--- config.mk ---
export PLATFORM = sky130hd
export DESIGN_NAME = sha3_padder
export DESIGN_NICKNAME = d
export VERILOG_FILES = /design/src/rtl/sha3_padder.sv
export SDC_FILE = /design/constraint.sdc
export NUM_CORES = 2
export LEC_CHECK = 0
export CORE_AREA = 2 2 460 462
export DETAILED_ROUTE_END_ITERATION = 8
export DIE_AREA = 0 0 462 464
export PLACE_DENSITY = 0.41
export SETUP_SLACK_MARGIN = 0.2
export SLEW_MARGIN = 20
export SYNTH_ARGS = -nofsm -noshare
export SYNTH_HDL_FRONTEND = slang
export SYNTH_SLANG_ARGS = --single-unit
export TNS_END_PERCENT = 100
--- constraint.sdc ---
create_clock -name clk -period 11.44 [get_ports clk]
set_clock_uncertainty 0.1 [all_clocks]
set_input_delay 2.86 -clock clk [delete_from_list [all_inputs] [get_ports clk]]
set_output_delay 2.86 -clock clk [all_outputs]
set_load 0.05 [all_outputs]
--- src/rtl/sha3_padder.sv ---
// SHA-3 rate-block padder: packs 64-bit message words into R_BLOCK_SIZE-bit blocks and applies pad10*1
// with the domain byte. Define SHA3_PADDER_SHAKE_EN to use the SHAKE domain byte (0x1F) instead of SHA3 (0x06).
module sha3_padder #(
  parameter int R_BLOCK_SIZE = 1088
) (
  input  logic                    clk,
  input  logic                    rst_n,
  input  logic [0:63]             in_data,
  input  logic [3:0]              in_bytes,
  input  logic                    in_valid,
  input  logic                    in_last,
  output logic                    in_ready,
  output logic [0:R_BLOCK_SIZE-1] out_block,
  output logic                    out_valid,
  input  logic                    out_ready,
  output logic                    out_last
);

  localparam int NW = R_BLOCK_SIZE / 64;
  localparam int NB = R_BLOCK_SIZE / 8;
  localparam int WW = (NW > 1) ? $clog2(NW) : 1;

`ifdef SHA3_PADDER_SHAKE_EN
  localparam logic [7:0] DOMAIN = 8'h1F;
`else
  localparam logic [7:0] DOMAIN = 8'h06;
`endif

  typedef enum logic {FILL, FULL} state_t;

  state_t                  state;
  logic [WW-1:0]           w;
  logic                    extra;
  logic [3:0]              n_bytes;
  logic                    last_slot;
  logic                    need_extra;
  logic [0:R_BLOCK_SIZE-1] fill_block;
  logic [0:R_BLOCK_SIZE-1] pad_block;

  // Ready is gated by reset so no word can be offered as accepted while the block is being cleared.
  assign in_ready = (state == FILL) && rst_n;

  // NOTE: every variable in this always_comb gets a default first so no latch is inferred.
  always_comb begin
    int k;
    int base;
    fill_block = out_block;
    pad_block  = '0;
    n_bytes    = (in_bytes > 4'd8) ? 4'd8 : in_bytes;
    last_slot  = (int'(w) == NW - 1);
    need_extra = in_last && (n_bytes == 4'd8) && last_slot;
    base       = 8 * int'(w);
    k          = 0;
    // The buffer beyond the current slot is always zero, so only data, D and 0x80 need writing.
    for (int j = 0; j < NB; j++) begin
      if (j >= base && j < base + 8) begin
        k = j - base;
        if (!in_last || k < int'(n_bytes))
          fill_block[8*j +: 8] = in_data[8*k +: 8];
      end
      if (in_last && !need_extra && j == base + int'(n_bytes))
        fill_block[8*j +: 8] = DOMAIN;
    end
    if (in_last && !need_extra)
      fill_block[R_BLOCK_SIZE-8 +: 8] = fill_block[R_BLOCK_SIZE-8 +: 8] | 8'h80;
    pad_block[0:7]                 = DOMAIN;
    pad_block[R_BLOCK_SIZE-8 +: 8] = pad_block[R_BLOCK_SIZE-8 +: 8] | 8'h80;
  end

  // NOTE: sequential state uses non-blocking assignments only, so every register samples pre-edge values.
  always_ff @(posedge clk) begin
    if (!rst_n) begin
      // NOTE: the block buffer is reset because a discarded partial message must never leak into the next one.
      state     <= FILL;
      w         <= '0;
      extra     <= 1'b0;
      out_valid <= 1'b0;
      out_last  <= 1'b0;
      out_block <= '0;
    end else begin
      case (state)
        FILL: begin
          if (in_valid) begin
            out_block <= fill_block;
            if (in_last || last_slot) begin
              state     <= FULL;
              out_valid <= 1'b1;
              out_last  <= in_last && !need_extra;
              extra     <= need_extra;
              w         <= '0;
            end else begin
              w <= w + WW'(1);
            end
          end
        end
        FULL: begin
          if (out_ready) begin
            if (extra) begin
              out_block <= pad_block;
              out_last  <= 1'b1;
              extra     <= 1'b0;
            end else begin
              state     <= FILL;
              out_valid <= 1'b0;
              out_last  <= 1'b0;
              out_block <= '0;
              w         <= '0;
            end
          end
        end
        default: state <= FILL;
      endcase
    end
  end

endmodule

==> flow_summary_export.csv <==
group,metric,value,unit
status,outcome,"completed",
worst_setup_path,crit_type,"primary input to flip-flop",
power,max-vdd-ir-drop,0.164,mV
synthesis,avgSynthCellArea,8.92,sq um
synthesis,synth_top_flop_cell,"dfxtp_1",
clocking,cts_buffers,137,
placement,dp_hpwl,249000,um
drt,drtPass1Iterations,8,
timing,maxSlewHeadroom,15.1,%
floorplanning,ios,1164,
drt,viasPerCell,5.32,
drt,routed_wirelength,327000,um
synthesis,synthesis.nets,5191,
drt,dr_total_vias,48200,
global_routing,grt_pass1_vias,46600,
timing,timing.final.crit_share,68.8,%
min_path,hold_path_class,"flip-flop to flip-flop",
synthesis,seq_area_frac_synth,48.3,%
worst_setup_path,cp_num_buf_inv,2,
drt,post_drt_wl_per_cell,36.0,um
min_path,hp-start,"out_block[309]",
clocking,cts_tree,"yes",
floorplanning,core,209000,sq um
worst_setup_path,r2r_end,"out_block[103]",
clocking,post_cts_resized,0,
synthesis,synth_seq_cells,1097,
placement,gp_congestion,0.967,
placement,pre_cts_ws,3150,ps
timing,finalMaxSlewViolations,0,
layout,areaGrowthSynthToFinish,43.1,%
min_path,whs_endpoint,"out_block[309]",
layout,nFillCells,22100,
floorplanning,die_w,462,um
timing,tns,0,ps
power,leakagePower,22.0,nW
worst_setup_path,rrSetupSlack,4000,ps
timing,period_needed,7870,ps
clocking,clockBufferDepth,3,
drt,route.detailed.drc,0,
drt,drtAntennaViolNets,0,
floorplanning,start_util,21.7,%
worst_setup_path,worstPathMaxFanout,18,
timing,max_freq,0.127,GHz
synthesis,yosysWarningCount,0,
global_routing,antenna_found_initial,27,
clocking,h-tree-depth,4,
clocking,clock_sinks,1097,
worst_setup_path,cp-start-kind,"primary input",
worst_setup_path,r2r_start,"w[0]",
layout,final_common_cell,"clkdlybuf4s50_1",
timing,finalSetupViolCount,0,
worst_setup_path,arrival,8450,ps
worst_setup_path,cp.required,12020,ps
layout,drive_above_1_share,8.58,%
worst_setup_path,crit_slowest_cell,"nor2_1",
global_routing,overflow,0,
synthesis,yosys.area.top_type,"dfxtp_1",
floorplanning,dieArea,214000,sq um
global_routing,grt_pass1_wl,430000,um
timing,layout_setup_ws,3570,ps
layout,final_cell_mix,"clkdlybuf4s50_1, dfxtp_1, nand2_1",
synthesis,syn_area,45400,sq um
clocking,path_clk_slew,60,ps
layout,nets,6254,
synthesis,synthCells,5097,
floorplanning,rows,168,
min_path,hold_path_depth,2,
synthesis,synth_top_area_share,48.3,%
worst_setup_path,path_cells,"clkdlybuf4s50_1 -> a21boi_1 -> nand2_1 -> nor2_1 -> buf_4 -> nand2_1 -> o21ai_0 -> or2_2 -> o21ai_0",
drt,drtIter0Drc,4668,
synthesis,synth-edff-count,0,
worst_setup_path,ff2ff_path_depth,13,
synthesis,async_flop_share,0,%
worst_setup_path,cpPeakStageDelay,1090,ps
global_routing,grt_use_total,29.2,%
run,maxCapViolations,0,
placement,io_buffers,1163,
floorplanning,die_h,464,um
clocking,worstSkewPairLatency,820,ps
timing,rsz0062_at_grt,"false",
clocking,hold_buffers,0,
synthesis,ys_types,106,
clocking,post_cts_buffers,0,
timing,hold_violations,0,
timing,worst_pin_slew,1270,ps
worst_setup_path,crit_family,"simple AND/OR/NAND/NOR gates",
clocking,clk_root_buffer_cell,"clkbuf_16",
synthesis,synthTopCellsByArea,"dfxtp_1, nand2_1, a22o_1",
power,powerDensity,151,nW/um^2
global_routing,grt_max_degree,157,
worst_setup_path,end_kind,"flip-flop",
[flip-flops by register name (all words and copies together) (netlist names)]
| signal | cells |
|---|---|
| extra | 1 |
| out_last | 1 |
| out_valid | 1 |
| w | 5 |
| out_block | 1088 |
| state | 1 |
[cells in the mapped netlist (all sizes together) (27+ instances only)]
| cell type | count |
|---|---|
| and3 | 28 |
| mux2i | 27 |
| a31oi | 72 |
| a22o | 266 |
| inv | 45 |
| nor2 | 335 |
| a311oi | 27 |
| o21a | 33 |
| nor3 | 86 |
| o31ai | 85 |
| clkbuf | 302 |
| and2 | 52 |
| a21oi | 325 |
| a32o | 158 |
| o2bb2ai | 160 |
| nand4 | 73 |
| nand3 | 258 |
| a211oi | 35 |
| buf | 92 |
| o21ai | 375 |
| nor2b | 53 |
| dfxtp | 1097 |
| o22ai | 50 |
| nand2 | 665 |
[power breakdown]
part	internal, mW	switching (mW)	total, mW	leakage, nW
Sequential	3.88	0.0415	3.92	8.85
Combinational	0.298	1.06	1.36	10.9
Clock	2.67	1.89	4.56	2.27
Total	6.85	2.99	9.84	22.0
[cells by family after synthesis]
kind of cell	count (synthesis)	synth area share, %
adder cells (fa/ha/maj)	21	0.578
AO/OA/AOI/OAI	1813	29.0
AND/OR/NAND/NOR	1677	17.1
XOR/XNOR	13	0.300
multiplexers	32	0.727
flip-flops	1097	48.3
buffers and inverters	444	3.97
[area by class of cell]
cell class              count  area, sq um  area share [%]
inverters                  50          190           0.292
clock buffers             192         3990            6.14
well taps                2805         3510            5.40
repair buffers           1318        12800            19.7
clock inverters            49          648           0.996
diodes                      5         12.5          0.0192
multi-input cells        3556        21900            33.7
flip-flops and latches   1097        22000            33.8
[through the flow]
step | util [%] | cells | cell area (sq um) | hold WS, ps | total power, mW
4_1_cts | 31.1 | 9067 | 65000 | 351 | 9.93
5_1_grt | 31.1 | 9069 | 65000 | 372 | 10.1
6_report | 31.1 | 9072 | 65000 | 351 | 9.84
3_3_place_gp | 28.8 | 8825 | 60300 | 337 | 5.34
3_5_place_dp | 28.9 | 8826 | 60400 | 342 | 5.35
2_1_floorplan | - | 5097 | 45400 | 371 | 4.68
[worst register-to-register path, stage by stage (launching register included)]
cell	delay, ps
dfxtp_4	720
inv_1	370
ha_1	560
inv_1	390
nor3_1	210
ha_1	420
a21boi_1	660
nand2_1	930
nor2_1	1100
buf_4	320
nand2_1	400
o21ai_0	730
or2_2	310
o21ai_0	90
[how the worst max path moves through the flow]
| stage | from | end | slack, ps | cells after the start |
|---|---|---|---|---|
| 2_1_floorplan | rst_n | in_ready | 4290 | 5 |
| 3_3_place_gp | in_bytes[3] | out_block[103] | 3140 | 9 |
| 3_5_place_dp | in_bytes[3] | out_block[100] | 3150 | 9 |
| 4_1_cts | rst_n | in_ready | 3900 | 4 |
| 5_1_grt | in_bytes[3] | out_block[99] | 3590 | 9 |
| 6_report | in_bytes[3] | out_block[103] | 3570 | 9 |
[metal layers]
| metal | vias up | global-route usage, % | part of all wire (%) |
|---|---|---|---|
| met3 | 418 | 10.1 | 10 |
| met5 | - | 0 | 0.0083 |
| met1 | 24300 | 36.5 | 41 |
| met4 | 4 | 9.55 | 3.5 |
| met2 | 2377 | 46.5 | 45 |
| li1 | 21100 | - | - |
Power figures use the tool's default switching activity.
